File: src/rtl/turing_step_ctrl.sv
// Sequencer for the Turing-machine datapath: fetches a rule per step, drives the
// tape rewrite/shift pulses and tracks machine state and step count.
//
//   state | meaning
//   ------+-----------------------------------------------------------
//   IDLE  | waiting for start; registered outputs hold
//   FETCH | read rule at {state, head_sym}, latch it, halt check
//   WRITE | toggle head cell if the rule writes the other symbol
//   MOVE  | shift tape, commit next state and step count, limit check
//   DONE  | run finished (halt or step limit); waiting for start
module turing_step_ctrl #(
    parameter int SW = 3,
    parameter int CW = 16,
    localparam int AW = SW + 1,
    localparam int DW = SW + 3
) (
    input  logic          clock,
    input  logic          reset_L,
    input  logic          start,
    input  logic          stop,
    input  logic [CW-1:0] max_steps,
    input  logic          head_sym,
    input  logic [DW-1:0] rule_data,
    output logic          rule_re,
    output logic [AW-1:0] rule_addr,
    output logic          tape_rewrite,
    output logic          tape_en,
    output logic          tape_left,
    output logic [SW-1:0] state,
    output logic [CW-1:0] step_count,
    output logic          busy,
    output logic          halted,
    output logic          timeout
);

    typedef enum logic [2:0] {
        S_IDLE,
        S_FETCH,
        S_WRITE,
        S_MOVE,
        S_DONE
    } fsm_t;

    fsm_t          fsm, fsm_nxt;
    logic [SW-1:0] state_nxt;
    logic [CW-1:0] count_nxt, step_inc, max_q, max_nxt;
    logic          halted_nxt, timeout_nxt;
    // Latched rule without its halt bit: {next_state, write_bit, move_left}
    logic [DW-2:0] rule_q, rule_nxt;
    logic          sym_q, sym_nxt;

    assign step_inc = step_count + 1'b1;

    always_ff @(posedge clock or negedge reset_L) begin
        if (!reset_L) begin
            fsm        <= S_IDLE;
            state      <= '0;
            step_count <= '0;
            halted     <= 1'b0;
            timeout    <= 1'b0;
            rule_q     <= '0;
            sym_q      <= 1'b0;
            max_q      <= '0;
        end else begin
            fsm        <= fsm_nxt;
            state      <= state_nxt;
            step_count <= count_nxt;
            halted     <= halted_nxt;
            timeout    <= timeout_nxt;
            rule_q     <= rule_nxt;
            sym_q      <= sym_nxt;
            max_q      <= max_nxt;
        end
    end

    always_comb begin
        fsm_nxt      = fsm;
        state_nxt    = state;
        count_nxt    = step_count;
        halted_nxt   = halted;
        timeout_nxt  = timeout;
        rule_nxt     = rule_q;
        sym_nxt      = sym_q;
        max_nxt      = max_q;
        rule_re      = 1'b0;
        rule_addr    = '0;
        tape_rewrite = 1'b0;
        tape_en      = 1'b0;
        tape_left    = 1'b0;
        busy         = 1'b0;

        case (fsm)
            S_IDLE, S_DONE: begin
                if (start && !stop) begin
                    fsm_nxt     = S_FETCH;
                    state_nxt   = '0;
                    count_nxt   = '0;
                    halted_nxt  = 1'b0;
                    timeout_nxt = 1'b0;
                end
            end
            S_FETCH: begin
                busy      = 1'b1;
                rule_re   = 1'b1;
                rule_addr = {state, head_sym};
                if (stop) begin
                    fsm_nxt = S_IDLE;
                end else begin
                    rule_nxt = rule_data[DW-1:1];
                    sym_nxt  = head_sym;
                    max_nxt  = max_steps;
                    if (rule_data[0]) begin
                        fsm_nxt    = S_DONE;
                        halted_nxt = 1'b1;
                    end else begin
                        fsm_nxt = S_WRITE;
                    end
                end
            end
            S_WRITE: begin
                busy         = 1'b1;
                tape_rewrite = rule_q[1] ^ sym_q;
                fsm_nxt      = stop ? S_IDLE : S_MOVE;
            end
            S_MOVE: begin
                busy      = 1'b1;
                tape_en   = 1'b1;
                tape_left = rule_q[0];
                if (stop) begin
                    fsm_nxt = S_IDLE;
                end else begin
                    state_nxt = rule_q[DW-2:2];
                    count_nxt = step_inc;
                    // The limit counts completed steps; 0 disables it and lets the counter wrap
                    if ((max_q != '0) && (step_inc == max_q)) begin
                        fsm_nxt     = S_DONE;
                        timeout_nxt = 1'b1;
                    end else begin
                        fsm_nxt = S_FETCH;
                    end
                end
            end
            default: fsm_nxt = S_IDLE;
        endcase
    end

endmodule

File: config.mk
export PLATFORM = sky130hd
export DESIGN_NAME = turing_step_ctrl
export DESIGN_NICKNAME = d
export VERILOG_FILES = /design/src/rtl/turing_step_ctrl.sv
export SDC_FILE = /design/constraint.sdc
export NUM_CORES = 1
export LEC_CHECK = 0
export BUFFER_PORTS_ARGS = -buffer_cell sky130_fd_sc_hd__buf_2
export CORE_AREA = 2 2 71 73
export CTS_CLUSTER_DIAMETER = 30
export CTS_CLUSTER_SIZE = 12
export DETAILED_ROUTE_END_ITERATION = 10
export DIE_AREA = 0 0 73 75
export HOLD_SLACK_MARGIN = 0.05
export PLACE_DENSITY_LB_ADDON = 0.08
export SYNTH_ARGS = -nofsm -noshare
export SYNTH_HDL_FRONTEND = slang
export SYNTH_SLANG_ARGS = --single-unit
File: constraint.sdc
create_clock -name clock -period 5.4 [get_ports clock]
set_input_delay 0.27 -clock clock [delete_from_list [all_inputs] [get_ports clock]]
set_output_delay 0.27 -clock clock [all_outputs]
set_load 0.03 [all_outputs]
==> run summary, run 1 <==
core region area -> 4660 µm²
Synth async-reset ratio -> 100%
area grow syn2layout -> 14.6%
Max Cap Viol -> 0
IO buf count -> 56
Core Rows -> 25
drt total wl -> 6.06 mm
CTS tree -> yes
Final Max Tran Viols -> 0
CTS max path bufs -> 2
met2 global-route usage -> 33.0%
Sink Count -> 46
Num CTS Buffers -> 5
Leak -> 1.37 nW
1st-iter DRT viols -> 201
Hold WC Path Type -> in2async
detailed placement HPWL -> 4.29 mm
post-CTS setup buffer count -> 0
mean area per synthesized cell -> 9.87 µm²
worst rel slew slack -> 22.7%
Fin Setup TNS -> 0 ps
pwr/cell area -> 353 nW/µm²
ratio of cells with drive above 1 in the final layout -> 29.4%
H-tree depth -> 2
number of synthesized flops with an enable pin -> 0
wire per inst -> 16.6 µm
# setup viols final -> 0
overall via count from detail_route -> 2,183
DR vias/cell -> 6.00
Die Ht -> 75 µm
grt met3 use -> 5.09%
initial antenna violation count -> 0
num ports -> 57
Reg clk slew, reported paths -> 90 ps
# fillers -> 397
status -> finished, final reports clean
crit path launch type -> flop
starting density of the core -> 56.1%
hold slack -> 135 ps
Synth Cell Area -> 2620 µm²
Worst Skew -> 9.96 ps
RSZ-0062 raised after global routing -> false
Clk Latency, worst-skew pair -> 300 ps
hold buffers post-CTS -> 0
Final min period -> 2770 ps
leading post-synthesis cells by cell area -> dfrtp_1 44%, mux2_2 9.0%, xnor2_1 5.0%
Unique masters post-synth -> 47
drt first pass iters -> 4
Post-DRT Antenna Nets -> 0
Cells after Synth -> 265
first-pass GRT wire length -> 9.86 mm
Die Area -> 5480 µm²
Critical Path RT -> 5580 ps
total power -> 1.06 mW
final worst-path cycle share -> 51.3%
Mapped Nets -> 293
Hold Fails Final Rpt -> 0
Final #Nets -> 337
flops & latches, synth -> 46
grt met1 use -> 36.2%
Residual DRC -> 0
worst setup path class -> reg2reg
GRT Util Overall -> 23.7%
GRT overflow -> 0
largest net degree at the start of global routing -> 47
Top FF cell, synth -> dfrtp_1
maximum VDD drop -> 210 µV
ant diodes -> 0
most common cell after layout, fill and taps aside -> buf_2
YS warnings -> 0
crit end category -> flop
FMAX -> 361 MHz
root buf cell -> clkbuf_8
sequential share of the synthesized area -> 44.0%
worst path arrival time -> 2950 ps
Post-CTS Resized -> 0
vias in the first global route -> 1,953
Final Wtd Congestion -> 0.972
Worst-Margin Slew -> 1150 ps
Most Crowded Layer GR -> met1
most frequent cells in the layout -> 56 x buf_2, 46 x dfrtp_1, 21 x mux2_2
largest area contributor in the netlist -> dfrtp_1
CP Max Fanout -> 9
Yosys top cell area share -> 44.0%
Die Wd -> 73 µm
final cells by class:
type / instances / area (µm²) / share of cell area (%)
Timing Repair Buffer: 57 / 288 / 9.60
Clock buffer: 6 / 72.6 / 2.42
Sequential cell: 46 / 1150 / 38.4
Multi-Input combinational cell: 196 / 1370 / 45.7
Tap cell: 54 / 67.6 / 2.25
Inverter: 3 / 11.3 / 0.375
Clock inverter: 2 / 37.5 / 1.25
power by group:
part	leakage [nW]	switching, mW	internal [mW]	total [mW]
sequential	0.593	0.0987	0.428	0.527
clock	0.0514	0.116	0.138	0.255
combinational	0.727	0.127	0.149	0.276
total	1.37	0.342	0.716	1.06
routing by layer:
layer	part of all wire (%)	vias to the layer above
met2	45	74
met3	6.2	2
met4	0.69	0
met5	0	-
li1	-	1056
met1	48	1051
cells in the mapped netlist (all sizes together) (3+ instances only):
cell type,count
a22o,4
xnor2,15
xor2,8
buf,6
nor3,7
a31oi,4
nor4,6
dfrtp,46
and3,3
a21o,3
nor2,15
a21oi,8
mux2,21
o21ai,20
o22ai,3
nand2,19
and4,3
nand4,10
and2,6
o41ai,3
o31ai,6
nand3,7
nor3b,4
clkbuf,14
inv,3
sequential cells by signal (all words and copies together), names as in the netlist:
name	count
fsm	3
halted	1
max_q	16
rule_q	5
state	3
step_count	16
sym_q	1
timeout	1
path summary, 6_finish.rpt:
| kind | startpoint | to | slack [ps] | depth (start not counted) |
|---|---|---|---|---|
| worst max-delay path | step_count[0]$_DFFE_PN0P_ | fsm[0]$_DFFE_PN0N_ | 2630 | 7 |
| worst max register to register | step_count[0]$_DFFE_PN0P_ | fsm[0]$_DFFE_PN0N_ | 2630 | 7 |
| worst min register to register | rule_q[3]$_DFFE_PN0P_ | state[1]$_DFFE_PN0P_ | 500 | 1 |
| max in group asynchronous | reset_L | max_q[6]$_DFFE_PN0P_ | 4630 | 1 |
| worst min-delay path | reset_L | rule_q[2]$_DFFE_PN0P_ | 140 | 1 |
| min in group clock | max_steps[7] | max_q[7]$_DFFE_PN0P_ | 190 | 3 |
logic make-up (layout without fill, tap and decap cells):
family                   Yosys count  count (layout)  share of synthesized area, %
AO/OA/AOI/OAI                     59              59                          14.6
XOR/XNOR                          23              23                          7.70
adder cells (fa/ha/maj)            1               1                         0.478
buffers and inverters             23              68                          3.68
flip-flops                        46              46                          44.0
multiplexers                      21              21                          9.04
AND/OR/NAND/NOR                   92              92                          20.5
per-stage QoR:
| step | utilization [%] | setup WS [ps] | area [µm²] | std cells |
|---|---|---|---|---|
| 6_report | 64.3 | 2630 | 3000 | 364 |
| 5_1_grt | 64.3 | 2460 | 3000 | 364 |
| 3_3_place_gp | 62.0 | 2750 | 2890 | 356 |
| 2_1_floorplan | - | 2640 | 2620 | 265 |
| 4_1_cts | 64.3 | 2640 | 3000 | 364 |
| 3_5_place_dp | 62.0 | 2660 | 2890 | 356 |
worst max-delay path: stages, from the launching register on:
cell and delay, ps:
dfrtp_1 490, ha_1 310, nand4_1 220, nor4_4 310, xnor2_1 110, or4_1 540
or4_4 450, a31o_1 240
Note: power is estimated with default switching activity, not from simulation.
==> inputs of run 2 (changes only) <==
Settings changed: CORE_AREA 2 2 71 73 to 2 2 77 79, DIE_AREA 0 0 73 75 to 0 0 79 81.
Clock period 5.4 ns to 2.4 ns, I/O delays scaled along.
==> run summary, run 2 (synthesis gave the netlist of run 1 again) <==
Util after Layout -> 63.5%
Sink Count -> 46
maximum VDD drop -> 433 µV
starting density of the core -> 46.1%
CTS tree -> yes
Worst path most repeated cell -> or4_4
GRT overflow -> 0
Hold Fails Final Rpt -> 0
dpl ws -> 45.1 ps
largest net degree at the start of global routing -> 23
Reg clk slew, reported paths -> 100 ps
R2R depth -> 7
pwr/cell area -> 664 nW/µm²
Gate power share -> 29.8%
NetSw -> 0.821 mW
failing checks -> negative setup slack
# fillers -> 504
drt total wl -> 7.05 mm
Largest regs -> max_q (16), step_count (16), rule_q (5)
internal reg-to-reg setup slack -> -5 ps
Worst path max stage delay -> 520 ps
Die Wd -> 79 µm
FF-to-FF End -> fsm[0]$_DFFE_PN0N_
Final min period -> 2410 ps
final worst-path cycle share -> 100%
crit end category -> flop
Post-Layout Inst Area -> 3610 µm²
ratio of cells with drive above 1 in the final layout -> 40.0%
Final #Nets -> 392
Max Cap Viol -> 0
Hold Path End -> fsm[1]$_DFFE_PN0N_
most common cell after layout, fill and taps aside -> buf_2
GRT Util Overall -> 22.9%
detailed placement HPWL -> 4.91 mm
Worst-Margin Slew -> 700 ps
Clk Latency, worst-skew pair -> 310 ps
area grow syn2layout -> 37.8%
DR vias/cell -> 5.50
# setup viols final -> 1
worst rel slew slack -> 53.3%
worst setup path class -> reg2reg
Slowest-stage cell, CP -> or4_4
ant diodes -> 0
Final Max Tran Viols -> 0
hold slack -> 137 ps
worst path arrival time -> 2610 ps
core region area -> 5680 µm²
cell internal pwr -> 1.57 mW
switching portion of total power -> 34.3%
initial antenna violation count -> 0
FF-to-FF Start -> step_count[0]$_DFFE_PN0P_
cells along the critical path -> ha_4, nand4_1, nor4_4, xnor2_1, or4_4, or4_4, a31o_1
Post-DRT Antenna Nets -> 0
IO buf count -> 56
RSZ-0062 raised after global routing -> true
Hold WC Path Type -> in2reg
crit path launch type -> flop
num ports -> 57
H-tree depth -> 2
fin worst setup slack -> -5.16 ps
first-pass GRT wire length -> 11.2 mm
area post-placement -> 3130 µm²
Hold Path Depth -> 3
clock share of power -> 21.5%
overall via count from detail_route -> 2,418
Worst Skew -> 5.53 ps
Reg power frac -> 48.6%
CP Max Fanout -> 5
most frequent cells in the layout -> 56 x buf_2, 36 x dfrtp_1, 31 x buf_4
Final Wtd Congestion -> 0.917
Residual DRC -> 0
Die Area -> 6400 µm²
Die Ht -> 81 µm
1st-iter DRT viols -> 203
status -> complete, but fails checks
FMAX -> 416 MHz
drt first pass iters -> 4
Fin Setup TNS -> -5.16 ps
Leak -> 1.63 nW
Critical Path RT -> 2600 ps
Hold Crit Start -> rule_data[0]
root buf cell -> clkbuf_8
Core Rows -> 28
vias in the first global route -> 2,262
CTS max path bufs -> 2
wire per inst -> 16.0 µm
Num CTS Buffers -> 5
-- run 2: cell types whose count changed in the layout (fill, tap and decap cells not counted), sizes merged --
| cell | delta |
|---|---|
| buf | +32 |
| bufinv | -1 |
| clkbuf | -1 |
| clkinvlp | -1 |
| dlygate4sd3 | +23 |
| inv | +3 |
-- run 2: worst max-delay path by stage --
stage                                     to  cells after the start  slack [ps]                       from
after floorplan           fsm[0]$_DFFE_PN0N_                      8         -30  step_count[1]$_DFFE_PN0P_
after global placement    fsm[0]$_DFFE_PN0N_                      8         100  step_count[1]$_DFFE_PN0P_
after detailed placement  fsm[0]$_DFFE_PN0N_                      7          50  step_count[1]$_DFFE_PN0P_
after CTS                 fsm[0]$_DFFE_PN0N_                      7          20  step_count[1]$_DFFE_PN0P_
after global routing      fsm[0]$_DFFE_PN0N_                      7         -60  step_count[0]$_DFFE_PN0P_
final                     fsm[0]$_DFFE_PN0N_                      7          -5  step_count[0]$_DFFE_PN0P_
-- run 2: power groups by stage --
stage / clock network [mW] / logic [mW] / registers (mW)
after floorplan: 0 / 0.486 / 1.14
after CTS: 0.530 / 0.694 / 1.16
after global placement: 0 / 0.654 / 1.17
after global routing: 0.574 / 0.780 / 1.19
final: 0.515 / 0.714 / 1.16
after detailed placement: 0 / 0.665 / 1.18
-- run 2: layout make-up --
type                       count  area, µm²  share of cell area, %
sequential                    46       1160                   32.3
tap                           75       93.8                   2.60
timing repair buffer         112        783                   21.7
multi-input combinational    196       1460                   40.5
clock inverter                 3       26.3                  0.729
clock buffer                   5       68.8                   1.91
inverter                       3       11.3                  0.312
-- run 2: timing repair --
item | 4_1_cts | 5_1_grt
endpoints found under the hold margin | 34 | 1
endpoints found under the setup margin | 0 | 1
resized for setup | 0 | 11
setup buffers | 0 | 10
hold buffers | 22 | 1
-- run 2: worst max-delay path: cells and delay by family (launching register included) --
| family | cells | cell delay (ps) |
|---|---|---|
| AND/OR/NAND/NOR | 4 | 1390 |
| XOR/XNOR | 1 | 100 |
| AO/OA/AOI/OAI | 1 | 230 |
| adder cells (fa/ha/maj) | 1 | 180 |
| flip-flops | 1 | 410 |
-- run 2: through the flow --
step,total power [mW],cells
CTS,2.38,429
finish,2.39,440
floorplan,1.63,265
global placement,1.83,399
global route,2.55,440
detailed placement,1.84,399
-- run 2: per-layer routing --
layer  GRT usage [%]  part of all wire, %  vias to the layer above  routed length, µm
met5               0                    0                        -                  0
met3            3.89                  3.8                       17                267
li1                -                    -                     1173                  -
met2            38.1                   50                       71               3500
met1            30.0                   44                     1157               3120
met4            8.79                  2.2                        0                153
==> inputs of run 3 (changes only) <==
Settings changed: ABC_AREA from default to 1.
==> run summary, run 3 <==
post-CTS setup buffer count -> 0
# fillers -> 563
worst path arrival time -> 2220 ps
Sink Count -> 46
ratio of cells with drive above 1 in the final layout -> 20.2%
mean area per synthesized cell -> 7.22 µm²
Max Cap Viol -> 0
status -> finished, final reports clean
most frequent cells in the layout -> 109 x nand2_1, 56 x buf_2, 51 x inv_1
crit path launch type -> flop
Top FF cell, synth -> dfrtp_1
Cells after Synth -> 367
Post-DRT Antenna Nets -> 0
cell internal pwr -> 1.63 mW
Mapped Nets -> 395
number of synthesized flops with an enable pin -> 0
CP Max Fanout -> 5
sequential share of the synthesized area -> 43.4%
Layout Cells excl Fill -> 526
most numerous cell in the Yosys netlist -> nand2_1
YS warnings -> 0
Gate power share -> 41.4%
Final #Nets -> 480
GRT Util Overall -> 22.9%
synth cell count leaders -> 109 x nand2_1, 51 x inv_1, 46 x dfrtp_1
Worst Skew -> 5.97 ps
wire per inst -> 12.9 µm
area grow syn2layout -> 26.1%
Leak -> 1.69 nW
ant diodes -> 0
Final min period -> 2030 ps
Hold Crit Start -> max_steps[14]
FF-to-FF Start -> step_count[1]$_DFFE_PN0P_
first-pass GRT wire length -> 11.6 mm
final worst-path cycle share -> 84.4%
drt total wl -> 6.79 mm
num ports -> 57
Hold WC Path Type -> in2reg
starting density of the core -> 46.7%
worst rel slew slack -> 70.4%
Synth async-reset ratio -> 100%
Reg clk slew, reported paths -> 80 ps
Final Wtd Congestion -> 0.863
dpl cells -> 498
drt first pass iters -> 4
Reg power frac -> 41.3%
Die Wd -> 79 µm
overall via count from detail_route -> 2,615
area post-placement -> 3040 µm²
Synth Cell Area -> 2650 µm²
Unique masters post-synth -> 30
H-tree depth -> 2
DR vias/cell -> 4.97
switching portion of total power -> 41.3%
CTS max path bufs -> 2
clock share of power -> 17.3%
Die Area -> 6400 µm²
crit end category -> flop
Critical Path RT -> 2590 ps
maximum VDD drop -> 465 µV
vias in the first global route -> 2,556
flops & latches, synth -> 46
largest area contributor in the netlist -> dfrtp_1
R2R depth -> 14
largest net degree at the start of global routing -> 29
1st-iter DRT viols -> 106
hold slack -> 55.9 ps
Die Ht -> 81 µm
Post-Layout Inst Area -> 3340 µm²
Hold Fails Final Rpt -> 0
Core Rows -> 28
GRT overflow -> 0
leading post-synthesis cells by cell area -> dfrtp_1 43%, nand2_1 15%, nand3_1 7.6%
pwr/cell area -> 831 nW/µm²
Final Max Tran Viols -> 0
Largest regs -> max_q (16), step_count (16), rule_q (5)
RSZ-0062 raised after global routing -> false
Residual DRC -> 0
initial antenna violation count -> 0
FMAX -> 493 MHz
total power -> 2.78 mW
Fin Setup TNS -> 0 ps
Clk Latency, worst-skew pair -> 300 ps
most common cell after layout, fill and taps aside -> nand2_1
Hold Path End -> max_q[14]$_DFFE_PN0P_
FF-to-FF End -> timeout$_DFFE_PN0P_
CTS tree -> yes
internal reg-to-reg setup slack -> 370 ps
worst setup path class -> reg2reg
Yosys top cell area share -> 43.4%
NetSw -> 1.15 mW
root buf cell -> clkbuf_8
core region area -> 5680 µm²
Num CTS Buffers -> 5
Hold Path Depth -> 3
Critical Path Start -> step_count[1]$_DFFE_PN0P_
IO buf count -> 56
footprint of the multi-input gates -> 1270 µm²
# setup viols final -> 0
Worst-Margin Slew -> 444 ps
detailed placement HPWL -> 5.01 mm
sequential standard cell area -> 1150 µm²
run 3: changes by cell type after synthesis, sizes merged, moves of 13 or more:
cell,change
inv,+52
nand3,+34
nor2,+19
nand2,+95
xnor2,-13
o21ai,+14
mux2,-21
run 3: logic make-up after synthesis:
kind of cell / synth area share (%)
simple gates: 35.7
buf+inv: 8.82
compound gates: 9.39
flops: 43.4
xor+xnor: 2.17
fa+ha+maj: 0.472
run 3: layout make-up:
cell class                      instances  area share, %
Multi-Input combinational cell        260           37.9
Tap cell                               75           2.81
Inverter                               56           6.32
Sequential cell                        46           34.4
Timing Repair Buffer                   83           16.1
Clock buffer                            6           2.47
run 3: how the worst max path moves through the flow:
stage | slack (ps) | cells after the start | end
after floorplan | 380 | 14 | timeout$_DFFE_PN0P_
after global placement | 460 | 13 | timeout$_DFFE_PN0P_
after detailed placement | 370 | 14 | timeout$_DFFE_PN0P_
after CTS | 360 | 14 | timeout$_DFFE_PN0P_
after global routing | 80 | 13 | timeout$_DFFE_PN0P_
final | 370 | 14 | timeout$_DFFE_PN0P_
run 3: critical path: stages, from the launching register on:
cell and delay (ps):
dfrtp_1 420, ha_1 240, nand3_1 180, nor2_2 220
nand4_1 140, nand3_1 120, nand2_1 50, nor2_1 80
nand2_1 70, nor2_2 110, nand3_2 90, nand2_2 70
nand2_1 50, nand2_1 50, nand2_1 40
run 3: routing by layer:
metal,vias to the layer above,wire length (µm),global-route usage [%]
li1,1345,-,-
met1,1207,3180,30.0
met2,55,3280,39.5
met3,8,269,3.44
met4,0,66,6.72
met5,-,0,0
run 3: stage by stage:
step / setup WS [ps] / util, %
after floorplan: 377 / -
after global placement: 456 / 53.6
after detailed placement: 375 / 53.6
after CTS: 364 / 58.9
after global routing: 82.8 / 58.9
final: 373 / 58.9
run 3: repair_timing:
| action | in CTS | in global routing |
|---|---|---|
| endpoints found under the hold margin | 39 | 0 |
| hold buffers | 22 | 0 |
| gates resized for setup | 0 | 0 |
run 3: power by group through the flow:
stage / registers [mW] / logic (mW) / clock network [mW]
2_1_floorplan: 1.20 / 0.763 / 0
3_3_place_gp: 1.16 / 1.12 / 0
3_5_place_dp: 1.16 / 1.13 / 0
4_1_cts: 1.15 / 1.16 / 0.492
5_1_grt: 1.18 / 1.32 / 0.527
6_report: 1.15 / 1.15 / 0.482
